File: config.mk
export PLATFORM = sky130hd
export DESIGN_NAME = trig_rate_scaler
export DESIGN_NICKNAME = d
export VERILOG_FILES = /design/src/rtl/trig_rate_scaler_pkg.sv /design/src/rtl/trig_dead_time.sv /design/src/rtl/trig_rate_scaler_chk.sv /design/src/rtl/trig_rate_scaler.sv
export SDC_FILE = /design/constraint.sdc
export NUM_CORES = 1
export LEC_CHECK = 0
export CORE_UTILIZATION = 51
export CTS_CLUSTER_DIAMETER = 60
export DETAILED_ROUTE_END_ITERATION = 10
export GPL_ROUTABILITY_DRIVEN = 0
export PLACE_DENSITY = 0.77
export SLEW_MARGIN = 40
export SYNTH_ARGS = -nofsm -noshare
export SYNTH_HDL_FRONTEND = slang
export SYNTH_HIERARCHICAL = 1
export SYNTH_SLANG_ARGS = --single-unit
File: constraint.sdc
create_clock -name CLK120 -period 2.4 [get_ports CLK120]
set_input_delay 0.24 -clock CLK120 [delete_from_list [all_inputs] [get_ports CLK120]]
set_output_delay 0.24 -clock CLK120 [all_outputs]
set_load 0.005 [all_outputs]
File: src/rtl/trig_rate_scaler_pkg.sv
// Shared widths and state encoding for the trigger rate scaler slice.
package trig_rate_scaler_pkg;

  // Default widths; the interval width holds one second of CLK120 cycles.
  localparam int TRIG_COUNT_WIDTH    = 24;
  localparam int TRIG_DEAD_WIDTH     = 8;
  localparam int TRIG_INTERVAL_WIDTH = 27;

  // Dead-time FSM states.
  typedef enum logic [0:0] {
    ST_IDLE = 1'b0,
    ST_DEAD = 1'b1
  } dead_state_e;

endpackage

File: src/rtl/trig_dead_time.sv
// Dead-time filter: accepts a trigger from IDLE, then rejects pulses for
// DEAD_TIME cycles. Produces the combinational accept strobe for the counter
// logic plus registered TRIG_OUT and BUSY.
module trig_dead_time
  import trig_rate_scaler_pkg::*;
#(
  parameter int DEAD_WIDTH = TRIG_DEAD_WIDTH
) (
  input  logic                  CLK120,
  input  logic                  RST_N,
  input  logic                  ENABLE,
  input  logic                  TRIG_IN,
  input  logic [DEAD_WIDTH-1:0] DEAD_TIME,
  output logic                  accept,
  output logic                  TRIG_OUT,
  output logic                  BUSY
);

  localparam logic [DEAD_WIDTH-1:0] DEAD_ONE = {{(DEAD_WIDTH-1){1'b0}}, 1'b1};

  dead_state_e           state_r;
  dead_state_e           state_s;
  logic [DEAD_WIDTH-1:0] dead_cnt_r;
  logic [DEAD_WIDTH-1:0] dead_cnt_s;
  logic                  accept_s;
  logic                  trig_out_r;
  logic                  busy_r;

  // Next-state logic: disable forces IDLE; DEAD_TIME is only sampled at acceptance.
  always_comb begin
    state_s    = state_r;
    dead_cnt_s = dead_cnt_r;
    accept_s   = 1'b0;
    if (!ENABLE) begin
      state_s    = ST_IDLE;
      dead_cnt_s = '0;
    end else begin
      case (state_r)
        ST_IDLE: begin
          if (TRIG_IN) begin
            accept_s   = 1'b1;
            dead_cnt_s = DEAD_TIME;
            if (DEAD_TIME != '0) begin
              state_s = ST_DEAD;
            end else begin
              state_s = ST_IDLE;
            end
          end else begin
            state_s = ST_IDLE;
          end
        end
        ST_DEAD: begin
          dead_cnt_s = dead_cnt_r - DEAD_ONE;
          if (dead_cnt_r == DEAD_ONE) begin
            state_s = ST_IDLE;
          end else begin
            state_s = ST_DEAD;
          end
        end
        default: begin
          state_s    = ST_IDLE;
          dead_cnt_s = '0;
        end
      endcase
    end
  end

  // State, dead counter and registered outputs; BUSY mirrors the DEAD state.
  always_ff @(posedge CLK120 or negedge RST_N) begin
    if (!RST_N) begin
      state_r    <= ST_IDLE;
      dead_cnt_r <= '0;
      trig_out_r <= 1'b0;
      busy_r     <= 1'b0;
    end else begin
      state_r    <= state_s;
      dead_cnt_r <= dead_cnt_s;
      trig_out_r <= accept_s;
      busy_r     <= (state_s == ST_DEAD);
    end
  end

  assign accept   = accept_s;
  assign TRIG_OUT = trig_out_r;
  assign BUSY     = busy_r;

endmodule

File: src/rtl/trig_rate_scaler_chk.sv
// Invariant checks on the scaler outputs; no functional logic.
module trig_rate_scaler_chk (
  input logic CLK120,
  input logic RST_N,
  input logic ENABLE,
  input logic TRIG_OUT,
  input logic BUSY,
  input logic OVERRUN
);

  logic enable_d_r;
  logic overrun_d_r;

  // Previous-cycle copies of ENABLE and OVERRUN for the one-cycle-lag checks.
  always_ff @(posedge CLK120 or negedge RST_N) begin
    if (!RST_N) begin
      enable_d_r  <= 1'b0;
      overrun_d_r <= 1'b0;
    end else begin
      enable_d_r  <= ENABLE;
      overrun_d_r <= OVERRUN;
    end
  end

  // A disabled cycle can never be followed by a trigger or dead time; OVERRUN is sticky.
  always @(posedge CLK120) begin
    if (RST_N) begin
      assert (enable_d_r || !TRIG_OUT);
      assert (enable_d_r || !BUSY);
      assert (!overrun_d_r || OVERRUN);
    end
  end

endmodule

File: src/rtl/trig_rate_scaler.sv
// Trigger rate scaler: dead-time filtering, per-interval counting of accepted
// triggers and a valid/ack handoff of each interval's count.
module trig_rate_scaler
  import trig_rate_scaler_pkg::*;
#(
  parameter int COUNT_WIDTH    = TRIG_COUNT_WIDTH,
  parameter int DEAD_WIDTH     = TRIG_DEAD_WIDTH,
  parameter int INTERVAL_WIDTH = TRIG_INTERVAL_WIDTH
) (
  input  logic                      CLK120,
  input  logic                      RST_N,
  input  logic                      ENABLE,
  input  logic                      TRIG_IN,
  input  logic [DEAD_WIDTH-1:0]     DEAD_TIME,
  input  logic [INTERVAL_WIDTH-1:0] INTERVAL,
  input  logic                      COUNT_ACK,
  output logic                      TRIG_OUT,
  output logic                      BUSY,
  output logic [COUNT_WIDTH-1:0]    COUNT,
  output logic                      COUNT_VALID,
  output logic                      SATURATED,
  output logic                      OVERRUN
);

  localparam logic [COUNT_WIDTH-1:0]    CNT_MAX = {COUNT_WIDTH{1'b1}};
  localparam logic [COUNT_WIDTH-1:0]    CNT_ONE = {{(COUNT_WIDTH-1){1'b0}}, 1'b1};
  localparam logic [INTERVAL_WIDTH-1:0] IVL_ONE = {{(INTERVAL_WIDTH-1){1'b0}}, 1'b1};

  logic                      accept_s;
  logic [COUNT_WIDTH-1:0]    run_cnt_r;
  logic [COUNT_WIDTH-1:0]    run_cnt_s;
  logic                      run_sat_r;
  logic                      run_sat_s;
  logic [INTERVAL_WIDTH-1:0] ivl_cnt_r;
  logic [INTERVAL_WIDTH-1:0] ivl_cnt_s;
  logic                      terminal_s;
  logic [COUNT_WIDTH-1:0]    count_r;
  logic                      valid_r;
  logic                      sat_r;
  logic                      overrun_r;

  trig_dead_time #(
    .DEAD_WIDTH (DEAD_WIDTH)
  ) u_dead_time (
    .CLK120    (CLK120),
    .RST_N     (RST_N),
    .ENABLE    (ENABLE),
    .TRIG_IN   (TRIG_IN),
    .DEAD_TIME (DEAD_TIME),
    .accept    (accept_s),
    .TRIG_OUT  (TRIG_OUT),
    .BUSY      (BUSY)
  );

  // Saturating running count including this cycle's acceptance, and its sticky flag.
  always_comb begin
    run_cnt_s = run_cnt_r;
    if (accept_s && (run_cnt_r != CNT_MAX)) begin
      run_cnt_s = run_cnt_r + CNT_ONE;
    end else begin
      run_cnt_s = run_cnt_r;
    end
    run_sat_s = run_sat_r | (run_cnt_s == CNT_MAX);
  end

  // Gate position and terminal-cycle detect; a zero INTERVAL disables gating.
  always_comb begin
    ivl_cnt_s  = ivl_cnt_r;
    terminal_s = 1'b0;
    if (INTERVAL == '0) begin
      ivl_cnt_s  = '0;
      terminal_s = 1'b0;
    end else begin
      ivl_cnt_s  = ivl_cnt_r + IVL_ONE;
      terminal_s = ENABLE && (ivl_cnt_r == (INTERVAL - IVL_ONE));
    end
  end

  // Interval, running count and saturation flag: cleared while disabled and at each terminal cycle.
  always_ff @(posedge CLK120 or negedge RST_N) begin
    if (!RST_N) begin
      run_cnt_r <= '0;
      run_sat_r <= 1'b0;
      ivl_cnt_r <= '0;
    end else if (!ENABLE || terminal_s) begin
      run_cnt_r <= '0;
      run_sat_r <= 1'b0;
      ivl_cnt_r <= '0;
    end else begin
      run_cnt_r <= run_cnt_s;
      run_sat_r <= run_sat_s;
      ivl_cnt_r <= ivl_cnt_s;
    end
  end

  // Latch and handshake: a latch beats a coincident ack; an unacked overwrite sets OVERRUN.
  always_ff @(posedge CLK120 or negedge RST_N) begin
    if (!RST_N) begin
      count_r   <= '0;
      valid_r   <= 1'b0;
      sat_r     <= 1'b0;
      overrun_r <= 1'b0;
    end else if (terminal_s) begin
      count_r   <= run_cnt_s;
      sat_r     <= run_sat_s;
      valid_r   <= 1'b1;
      overrun_r <= overrun_r | (valid_r & ~COUNT_ACK);
    end else if (COUNT_ACK && valid_r) begin
      valid_r   <= 1'b0;
    end else begin
      valid_r   <= valid_r;
    end
  end

  trig_rate_scaler_chk u_chk (
    .CLK120   (CLK120),
    .RST_N    (RST_N),
    .ENABLE   (ENABLE),
    .TRIG_OUT (TRIG_OUT),
    .BUSY     (BUSY),
    .OVERRUN  (overrun_r)
  );

  assign COUNT       = count_r;
  assign COUNT_VALID = valid_r;
  assign SATURATED   = sat_r;
  assign OVERRUN     = overrun_r;

endmodule

==> results.md, run 1 <==
- Status: finished with violations
- Failing checks: negative setup slack
- Worst-Margin Slew: roughly 0.63 ns
- Pleak: 3.84 nW
- Post-synthesis sequential element count: 89
- Antenna diode count: 0
- WP data arrival: 3.10 ns
- Sequential cell area: 0.00223 mm²
- DP Wirelength: 12.2 mm
- Dpl ws: -0.924 ns
- 1st-pass router iterations: 6
- Core ar.: 0.0108 mm²
- Initial antenna violation count: 0
- Drt first-iter violations: 602
- Register area share after synthesis: 39.5%
- Post-DRT Antenna Nets: 0
- Clk sinks: a little under 90
- Vias in the first global route: about 5700
- Final wirelength: roughly 20 mm
- DRC Markers: 0
- DIE AREA: 0.0115 mm²
- Max-slew violations: 0
- Root Driver: clkbuf_8
- Die Width: approximately 110 µm
- CTS Buf Count: 9
- CP required: between 2 and 3 ns
- Power Dens Cells: 368 mW/mm²
- Clock skew: 0.0169 ns
- Vias: 6284
- Setup violators final: 79
- Placement Cell Area: 0.00751 mm²
- Largest net degree at the start of global routing: 46
- Setup ws final: -0.384 ns
- Global-route wire length before repair: between 20 and 30 mm
- Post-synth top flop: dfrtp_1
- Clk_lat worst skew: 0.39 ns
- Worst-path clk slew: 0.10 ns
- Initial core utilization: a little over half
- Asr flop ratio synth: 100%
- Cell variety after synth: 70
- VDD IR max: around 280 µV
- Die Y: 107 µm
- H-tree depth: 3
- # IOs: just under 70
- Area delta synth->final: 50.0%
- Multi-input logic area: 0.00371 mm²
- EDFF count, synth: 0
- Layout cell share with drive strength beyond 1: between 30% and 40%
- CP endpoint kind: flip-flop
- CTS tree: yes
- RSZ-0062 raised after global routing: true
- Mapped Cells: 622
- Fill cells: 668
- Syn Area/Cell: about 9.1 µm²
- Fin nets: 883
- Critical Path Start Type: input pin
- Post-synth net total: 668
- Mapped Area: about 0.0056 mm²
- Hold WC Path Type: in -> async
- Slew HR: 57.7%
- Final hold violation count: 0
- Design area: 0.00845 mm²
- I/O Buffers: 68
- Row cnt: 38
- Wire per inst: 20.3 µm
- GRT Total Usage: 30.1%
- Final setup TNS: -24.14 ns
- Clk buf depth: 2
- Maximum clock frequency: 359 MHz
- Hold WS: a little under 0.3 ns
- Vias per std cell: approximately 6.4
- Period utilization: 116%
- Final min period: 2.78 ns
- Synth warn: 6
- Critical path peak fanout: 8
- Maxcap violations: 0
- GRT Residual Overflow: 0
- WS Path Type: in -> reg
logic make-up (layout without fill, tap and decap cells):
logic type,count (synthesis),in the layout,share of synthesized area (%)
XOR/XNOR,75,75,11.7
AND/OR/NAND/NOR,295,295,28.1
adder cells (fa/ha/maj),6,6,1.33
flip-flops,89,89,39.5
AO/OA/AOI/OAI,100,100,13.2
multiplexers,15,15,2.98
buffers and inverters,42,262,3.18
registers in the layout, summed over array words and instances (netlist names):
name and flops:
ivl_cnt_r 27, COUNT 24, run_cnt_r 24, u_dead_time/dead_cnt_r 8
COUNT_VALID 1, OVERRUN 1, SATURATED 1, run_sat_r 1
u_dead_time/BUSY 1, u_dead_time/TRIG_OUT 1
report_power, final:
group / switching [mW] / total (mW) / internal (mW)
Clock: 0.606 / 1.02 / 0.412
Sequential: 0.0297 / 1.55 / 1.52
Combinational: 0.280 / 0.540 / 0.260
Total: 0.916 / 3.11 / 2.19
path summary, 6_finish.rpt:
check	startpoint	to	slack [ns]	cells past startpoint
min in group CLK120	COUNT[23]	COUNT[23]	0.48	1
min	RST_N	run_cnt_r[11]	0.29	2
max in group asynchronous	RST_N	run_cnt_r[23]	1.53	3
max reg2reg	ivl_cnt_r[15]	run_cnt_r[5]	-0.28	11
min reg2reg	COUNT[23]	COUNT[23]	0.48	1
max	INTERVAL[7]	run_cnt_r[5]	-0.38	13
cell usage after synthesis, types with 2 or more instances:
library cell / number / area share (%)
nor2_1: 81 / 5.4
xor2_1: 41 / 6.4
or3_1: 5 / 0.56
buf_2: 7 / 0.62
dfrtp_1: 89 / 40
o21a_1: 6 / 0.80
a311oi_1: 2 / 0.31
o21ai_0: 16 / 1.4
nand3b_1: 4 / 0.53
a211oi_1: 2 / 0.27
nand4_1: 21 / 2.3
a2bb2oi_1: 2 / 0.31
nor3_1: 17 / 1.5
o31a_1: 2 / 0.31
a22oi_1: 2 / 0.27
a31oi_1: 5 / 0.56
ha_1: 6 / 1.3
nor4_1: 17 / 1.9
or4_1: 6 / 0.80
o31ai_1: 8 / 1.1
o211a_1: 3 / 0.53
mux2_2: 14 / 2.8
or2_2: 5 / 0.56
nor2b_1: 4 / 0.44
a21oi_1: 10 / 0.89
a32oi_1: 4 / 0.62
a311o_1: 2 / 0.36
and2_1: 6 / 0.67
nor3b_1: 3 / 0.40
o311a_1: 2 / 0.36
nor4b_1: 2 / 0.31
a21boi_0: 5 / 0.67
nor4_2: 2 / 0.44
nand2b_1: 7 / 0.78
nand2_1: 43 / 2.9
a21o_1: 13 / 1.7
o41ai_1: 3 / 0.47
inv_1: 14 / 0.93
and4_1: 10 / 1.6
nand3_1: 28 / 2.5
xnor2_1: 34 / 5.3
clkbuf_1: 17 / 1.1
nand4b_1: 3 / 0.47
and3_1: 23 / 2.6
metal layers:
layer / GRT usage [%] / wire length, µm / vias to the layer above
met5: 0 / 0 / -
met2: 50.0 / 9610 / 426
li1: - / - / 2687
met3: 4.13 / 1570 / 148
met1: 38.9 / 7610 / 3023
met4: 13.8 / 1200 / 0
critical path: stages:
cell	delay [ns]
dlygate4sd2_1	0.26
nor4_4	0.33
nand4_1	0.27
buf_6	0.23
o41ai_2	0.55
a211oi_1	0.11
and4_1	0.25
nand4_1	0.12
buf_6	0.16
buf_12	0.17
nand2_8	0.07
clkbuf_16	0.19
nor2_1	0.12
per-stage QoR:
stage	power [mW]	cells	utilization, %
5_1_grt	3.21	982	78.3
6_report	3.11	982	78.3
4_1_cts	3.02	964	73.4
2_1_floorplan	1.78	622	-
3_3_place_gp	2.03	938	69.6
3_5_place_dp	2.05	938	69.6
final cells by class:
type                            count  area share [%]
Inverter                           14           0.622
Multi-Input combinational cell    491            44.0
Clock buffer                       11            1.67
Clock inverter                      5           0.429
Tap cell                          140            2.07
Timing Repair Buffer              232            24.9
Sequential cell                    89            26.4
cells in the final DEF (no fill, tap or decap), types with 4 or more instances in the layout:
master	n
inv_1	14
nor3_1	13
clkbuf_8	10
buf_6	14
nor4_4	6
nor2_1	62
nand3b_1	4
a32oi_1	4
o21a_1	6
o31ai_1	7
a21boi_0	5
xnor2_1	32
clkdlybuf4s50_1	43
nand2_1	40
or2_2	4
a21o_1	13
or4_4	5
or3_1	4
buf_4	141
ha_1	6
and3_1	20
o21ai_0	13
xor2_1	40
dfrtp_1	88
dlygate4sd2_1	8
buf_12	8
nor2_4	9
mux2_4	13
nor2_2	10
nor4_1	7
a21oi_1	7
nor4_2	7
and4_1	8
nand2b_1	5
nand4_1	21
and2_1	5
dlymetal6s2s_1	7
nand3_1	26
what timing repair did:
action | in CTS | in global routing
resized for setup | 72 | 91
endpoints found under the hold margin | 24 | 0
endpoints found under the setup margin | 79 | 79
pin swaps | 20 | 42
setup buffers | 7 | 17
gates cloned | 2 | 2
hold buffers | 1 | 0
(Power assumes the default switching activity.)
==> inputs of run 2 (changes only) <==
REMOVE_ABC_BUFFERS = 1   (was not set)
==> run 2 against run 1 <==
  * The run still ends with negative setup slack left
  * Register-to-register slack worse by 0.08 ns
  * Critical path depth decreased by 1
  * Power increased by 9.9%
  * Sequential share of layout area grew 0.54 points
  * Core utilization is 1.6 points lower
  * Global-route usage is 1.6 points higher
  * Sequential power about the same
  * Clock power grew 32%
==> results.md, run 2 (synthesized netlist as in run 1, its figures left out) <==
- DIE AREA: 0.0115 mm² (unchanged)
- RSZ-0062 raised after global routing: true
- Slew HR: 58.3% (+0.58 points)
- Critical path peak fanout: 5 (-3)
- # IOs: 69 (unchanged)
- Final Core Density: 76.7% (-1.6 points)
- CTS Buf Count: 9 (unchanged)
- Status: finished with violations
- CP cell instances: buf_6 -> or4_4 -> buf_6 -> or4_4 -> a2111oi_4 -> o22ai_2 -> nor4_2 -> nand4_1 -> buf_6 -> buf_12 -> buf_16 -> mux2_4
- Vias in the first global route: 5909 (+4.3%)
- GRT Residual Overflow: 0 (unchanged)
- Final wirelength: 17.9 mm (-10%)
- H-tree depth: 3 (unchanged)
- Clk buf depth: 2 (unchanged)
- Failing checks: negative setup slack
- Die Y: 107 µm (unchanged)
- GRT Total Usage: 31.7% (+1.6 points)
- Initial antenna violation count: 0 (unchanged)
- Global-route wire length before repair: 28.3 mm (+4.1%)
- Clk sinks: 89 (unchanged)
- Row cnt: 38 (unchanged)
- Clk_lat worst skew: 0.40 ns (about the same)
- Setup violators final: 79 (unchanged)
- Crit path max-delay family: simple AND/OR/NAND/NOR gates
- Vias: 5921 (-5.8%)
- WS Path Type: in -> reg
- CP required: 2.67 ns (-0.05 ns)
- I/O Buffers: 68 (unchanged)
- Hold WC Path Type: in -> async
- Vias per std cell: 6.07 (-5.1%)
- Most common cell after layout, fill and taps aside: buf_4
- Worst-Margin Slew: 0.624 ns (-0.00770 ns)
- CTS tree: yes
- Max FFs per register: 27 (unchanged)
- Antenna diode count: 0 (unchanged)
- Max-slew violations: 0 (unchanged)
- Final setup TNS: -22.73 ns (+1.41 ns)
- Worst-path clk slew: 0.10 ns (about the same)
- CP max-delay cell: or4_4
- WP data arrival: 3.07 ns (-0.03 ns)
- Maximum clock frequency: 357 MHz (-0.64%)
- 1st-pass router iterations: 5 (-1)
- Die Width: 107 µm (unchanged)
- Maxcap violations: 0 (unchanged)
- Crit path top cell by count: buf_6
- Post-DRT Antenna Nets: 0 (unchanged)
- DP Wirelength: 11.9 mm (-2.2%)
- VDD IR max: 422 µV (+51%)
- Largest reg by FF count: ivl_cnt_r
- Drt first-iter violations: 450 (-25%)
- Core ar.: 0.0108 mm² (unchanged)
- Initial core utilization: 52.2% (unchanged)
- Dpl ws: -1.20 ns (-0.275 ns)
- DRC Markers: 0 (unchanged)
- Layout cell share with drive strength beyond 1: 31.4% (-2.0 points)
- Pleak: 3.76 nW (-2.2%)
- Final min period: 2.80 ns (+0.0179 ns)
- CP endpoint kind: flip-flop
- Area delta synth->final: 46.9%
- Power Dens Cells: 413 mW/mm² (+12%)
- Most frequent cells in the layout: 140 x buf_4, 89 x dfrtp_1, 62 x nor2_1, 45 x clkdlybuf4s50_1, 42 x nand2_1
- WP buf/inv: 5 (unchanged)
- Final hold violation count: 0 (unchanged)
- Largest stage delay, worst path: 0.55 ns (about the same)
- Fin nets: 876 (-0.79%)
- Period utilization: 117% (+0.75 points)
- Largest net degree at the start of global routing: 50 (+8.7%)
- Root Driver: clkbuf_8
- Wire per inst: 18.3 µm (-9.8%)
- Clock skew: 0.0230 ns (+0.00609 ns)
- Reg-to-reg slack, setup: -0.36 ns (-0.08 ns)
- Critical Path Start Type: input pin
- Setup ws final: -0.402 ns (-0.0179 ns)
==> run 2: cell types whose count changed in the layout (fill, tap and decap cells not counted), moves of 3 or more <==
| cell | change |
|---|---|
| buf_12 | -3 |
| bufinv_16 | +4 |
| mux2_2 | +6 |
| mux2_4 | -6 |
| nor2_2 | -3 |
| nor4_1 | +4 |
| dlymetal6s2s_1 | -3 |
| dlygate4sd2_1 | -5 |
| nor2_4 | +3 |
==> run 2: through the flow <==
stage          total power, mW  cell area [µm²]  hold WS [ns]  cells
2_1_floorplan             1.75             5510       -0.0556    594
3_3_place_gp              2.02             7380         0.247    935
3_5_place_dp              2.03             7380         0.256    935
4_1_cts                   3.41             8070         0.374    973
5_1_grt                   3.54             8270         0.408    975
6_report                  3.41             8270         0.364    975
==> run 2: area by class of cell <==
cell class              count  area, µm²
flip-flops and latches     89       2230
fillers                   719       2520
multi-input cells         491       3570
inverters                  14       52.6
repair buffers            225       1980
clock inverters             7        141
clock buffers               9        124
well taps                 140        175
==> run 2: worst paths after layout <==
| check | cells past startpoint | from | to |
|---|---|---|---|
| worst max-delay path | 12 | INTERVAL[18] | COUNT[4] |
| worst min-delay path | 2 | RST_N | ivl_cnt_r[12] |
| worst max register to register | 10 | ivl_cnt_r[17] | COUNT[4] |
| worst min register to register | 1 | OVERRUN | OVERRUN |
| max in group asynchronous | 3 | RST_N | ivl_cnt_r[26] |
| min in group CLK120 | 1 | OVERRUN | OVERRUN |
==> run 2: worst reg2reg max path, cell delays in order (launching register included) <==
cell and delay, ns:
dfrtp_1 0.42, xor2_1 0.17, a21oi_1 0.23, or4bb_1 0.52, a32oi_2 0.25, and4_1 0.23
nand4_1 0.12, buf_6 0.16, buf_12 0.13, buf_16 0.14, mux2_4 0.29
==> run 2: power breakdown <==
part	switching (mW)	leakage, nW	total [mW]	internal, mW
Combinational	0.264	2.40	0.511	0.247
Clock	0.556	0.130	1.35	0.798
Sequential	0.0294	1.23	1.55	1.52
==> run 2: repair_timing <==
action,in CTS,in global routing
hold endpoints to repair,40,0
gates cloned,3,0
hold buffers,1,0
setup endpoints to repair,79,79
resized for setup,98,67
pin swaps,47,24
setup buffers,18,6
==> run 2: metal layers <==
metal | part of all wire [%] | routed length (µm) | global-route usage [%]
met3 | 5.8 | 1030 | 5.84
met5 | 0 | 0 | 0
met4 | 5.1 | 915 | 16.6
met2 | 50 | 8910 | 54.8
met1 | 39 | 7030 | 37.3
==> inputs of run 3 (changes only) <==
SYNTH_HIERARCHICAL = not set   (was 1)
==> run 3 against run 2 <==
  * The flow still finishes with violations (negative setup slack)
  * Die area shrank 1.7%
  * Critical path depth is the same
  * Global-route usage is 1.1 points lower
  * Cell count is 0.51% lower
  * Clock-buffer cell count did not move
  * Clock power decreased by 17%
  * Wire length shrank 3.9%
  * Worst hold slack got worse by 0.045 ns
  * Synthesized area is 1.7% lower
  * Final area fell by 1.4%
  * Sequential cell count unchanged
  * Critical path type unchanged
  * Largest power group unchanged
==> results.md, run 3 <==
- Status: finished with violations
- Failing checks: negative setup slack
- 1st-pass router iterations: 5 (unchanged)
- Initial antenna violation count: 0 (unchanged)
- Sequential power share: 48.4% (+3.0 points)
- GRT Residual Overflow: 0 (unchanged)
- H-tree depth: 3 (unchanged)
- Final hold violation count: 0 (unchanged)
- Critical Path Start Type: input pin
- Register area share after synthesis: 40.2% (+0.70 points)
- DP Wirelength: 11.6 mm (-2.9%)
- Power Dens Cells: 391 mW/mm² (-5.3%)
- Core ar.: 0.0104 mm² (-3.5%)
- Mapped Cells: 613 (-1.4%)
- Setup violators final: 79 (unchanged)
- Yosys top cell area share: 40.2% (+0.70 points)
- DIE AREA: 0.0113 mm² (-1.7%)
- Fin nets: 875 (-0.11%)
- Post-DRT Antenna Nets: 0 (unchanged)
- DRC Markers: 0 (unchanged)
- Reg-to-reg slack, setup: -0.48 ns (-0.12 ns)
- Xor/xnor cell area share of the yosys netlist: 12.5% (+0.84 points)
- Post-Synth Adder-Cell Area: 1.36% (+0.024 points)
- Post-synthesis sequential element count: 89 (unchanged)
- Initial core utilization: 53.1% (+0.95 points)
- I/O Buffers: 68 (unchanged)
- # IOs: 69 (unchanged)
- Global-route wire length before repair: 27.3 mm (-3.8%)
- Final Core Density: 78.4% (+1.7 points)
- Worst-path clk slew: 0.10 ns (about the same)
- Most common cell in the synthesized netlist: dfrtp_1
- Synth warn: 0 (-6)
- Clk buf depth: 2 (unchanged)
- Die Y: 106 µm (-0.85%)
- Main combinational cell family by area after synthesis: simple AND/OR/NAND/NOR gates
- Most frequent cells after synthesis: 89 x dfrtp_1, 84 x nor2_1, 42 x xor2_1
- CP Launch Point: INTERVAL[4]
- Hold WS: 0.319 ns (-0.0454 ns)
- Setup ws final: -0.640 ns (-0.238 ns)
- WP data arrival: 3.31 ns (+0.24 ns)
- WS Path Type: in -> reg
- Largest net degree at the start of global routing: 65 (+30%)
- EDFF count, synth: 0 (unchanged)
- Critical path peak fanout: 6 (+1)
- Dominant cell type by area after synthesis: dfrtp_1
- Vias in the first global route: 5738 (-2.9%)
- Pleak: 3.57 nW (-4.9%)
- Slew HR: 65.3% (+7.0 points)
- Worst-Margin Slew: 0.517 ns (-0.107 ns)
- GRT Total Usage: 30.6% (-1.1 points)
- Clk sinks: 89 (unchanged)
- Final min period: 3.04 ns (+0.238 ns)
- Layout cell share with drive strength beyond 1: 30.3% (-1.0 points)
- Switching Power: 915 µW (+7.6%)
- CTS Buf Count: 9 (unchanged)
- Final wirelength: 17.2 mm (-3.9%)
- Maxcap violations: 0 (unchanged)
- Sequential cell area: 0.00223 mm² (unchanged)
- Clk_lat worst skew: 0.38 ns (-0.02 ns)
- Vias: 5627 (-5.0%)
- Reg-to-reg startpoint: ivl_cnt_r[2]
- Row cnt: 37 (-2.6%)
- Cell variety after synth: 63 (-10%)
- FF-to-FF End: ivl_cnt_r[24]
- Mux cell area share after synthesis: 5.31% (+2.3 points)
- Syn Area/Cell: 9.03 µm² (-0.29%)
- RSZ-0062 raised after global routing: true
- Top cells by area, synth: dfrtp_1 40%, xor2_1 6.6%, xnor2_1 5.9%, nor2_1 5.7%, mux2i_1 3.1%
- VDD IR max: 290 µV (-31%)
- Max FFs per register: 27 (unchanged)
- Simple-Gate Fraction of Synth Area: 26.7% (-1.5 points)
- Asr flop ratio synth: 100% (unchanged)
- Compound-Gate Fraction of Synth Area: 9.27% (-3.9 points)
- Die Width: 106 µm (-0.85%)
- Drt first-iter violations: 310 (-31%)
- CTS tree: yes
- Clock share of power: 35.3% (-4.3 points)
- CP required: 2.67 ns (about the same)
- R2R depth: 10 (unchanged)
- Root Driver: clkbuf_8
- Switching portion of total power: 28.7% (+3.8 points)
- Max-slew violations: 0 (unchanged)
- Final setup TNS: -45.92 ns (-23.19 ns)
- Maximum clock frequency: 329 MHz (-7.8%)
- Hold WC Path Type: in -> async
- CP endpoint kind: flip-flop
- Antenna diode count: 0 (unchanged)
- Most common cell after layout, fill and taps aside: buf_4
- Mapped Area: 0.00553 mm² (-1.7%)
- Most frequent cells in the layout: 145 x buf_4, 89 x dfrtp_1, 60 x nor2_1, 56 x clkdlybuf4s50_1, 42 x xor2_1
- Wire per inst: 17.7 µm (-3.5%)
- Area delta synth->final: 47.5%
- Post-synth top flop: dfrtp_1
- Multi-input logic area: 0.00340 mm² (-5.0%)
- Largest reg by FF count: ivl_cnt_r
- Clock skew: 0.00906 ns (-0.0139 ns)
- Final total power: 3.19 mW (-6.6%)
- Cell-internal power: 2.27 mW (-11%)
- Fill cells: 658 (-8.5%)
- Part of the power in combinational logic: 16.4% (+1.4 points)
- Vias per std cell: 5.80 (-4.5%)
- Period utilization: 127% (+9.9 points)
## run 3: critical path, cell delays in order
cell	delay (ns)
buf_6	0.09
or4_4	0.54
or4_4	0.53
buf_6	0.14
or4_4	0.44
a21boi_2	0.18
nand4_1	0.15
nor4_4	0.34
buf_4	0.19
or2_4	0.21
clkbuf_16	0.19
nor2_2	0.05
## run 3: logic make-up (layout without fill, tap and decap cells)
family                     after synthesis  after routing
DFF                                     89             89
AOI/OAI and AO/OA                       72             72
and+or+nand+nor                        280            280
buffers and inverters                   59            280
muxes                                   28             28
adders and majority gates                6              6
xor gates and xnor gates                79             79
## run 3: worst max path at each step
stage / endpoint / slack (ns) / cells after the start
2_1_floorplan: ivl_cnt_r[10] / -1.95 / 8
3_3_place_gp: COUNT[10] / -1.37 / 9
3_5_place_dp: COUNT[13] / -1.49 / 9
4_1_cts: COUNT[21] / -0.59 / 11
5_1_grt: ivl_cnt_r[24] / -0.78 / 13
6_report: ivl_cnt_r[24] / -0.64 / 12
## run 3: cell type report
class / count / share of cell area (%)
multi-input combinational: 465 / 41.6
sequential: 89 / 27.3
timing repair buffer: 232 / 25.0
tap: 136 / 2.08
clock buffer: 9 / 1.52
inverter: 32 / 1.47
clock inverter: 7 / 1.07
## run 3: metrics by stage
step | cell area (µm²) | instances | setup WS (ns)
floorplan | 5400 | 586 | -1.95
global placement | 7380 | 938 | -1.37
detailed placement | 7380 | 938 | -1.49
CTS | 7880 | 965 | -0.594
global route | 8160 | 970 | -0.779
finish | 8160 | 970 | -0.640
## run 3: metal layers
metal / GRT usage [%] / wire length [µm] / up-vias
met1: 36.6 / 6670 / 2718
li1: - / - / 2591
met5: 0 / 0 / -
met3: 4.35 / 1020 / 71
met2: 52.6 / 8640 / 247
met4: 17.6 / 853 / 0
## run 3: power by group through the flow
| stage | registers [mW] | clock network (mW) | logic (mW) |
|---|---|---|---|
| after floorplan | 1.57 | 0 | 0.178 |
| after global placement | 1.57 | 0 | 0.446 |
| after detailed placement | 1.57 | 0 | 0.464 |
| after CTS | 1.54 | 1.12 | 0.484 |
| after global routing | 1.55 | 1.18 | 0.567 |
| final | 1.54 | 1.12 | 0.522 |
## run 3: what timing repair did
action | CTS | global route
gates cloned | 1 | 1
endpoints found under the setup margin | 79 | 79
buffers inserted | 10 | 4
pin swaps | 33 | 29
endpoints found under the hold margin | 25 | 0
hold buffers | 1 | 0
gates resized for setup | 77 | 60
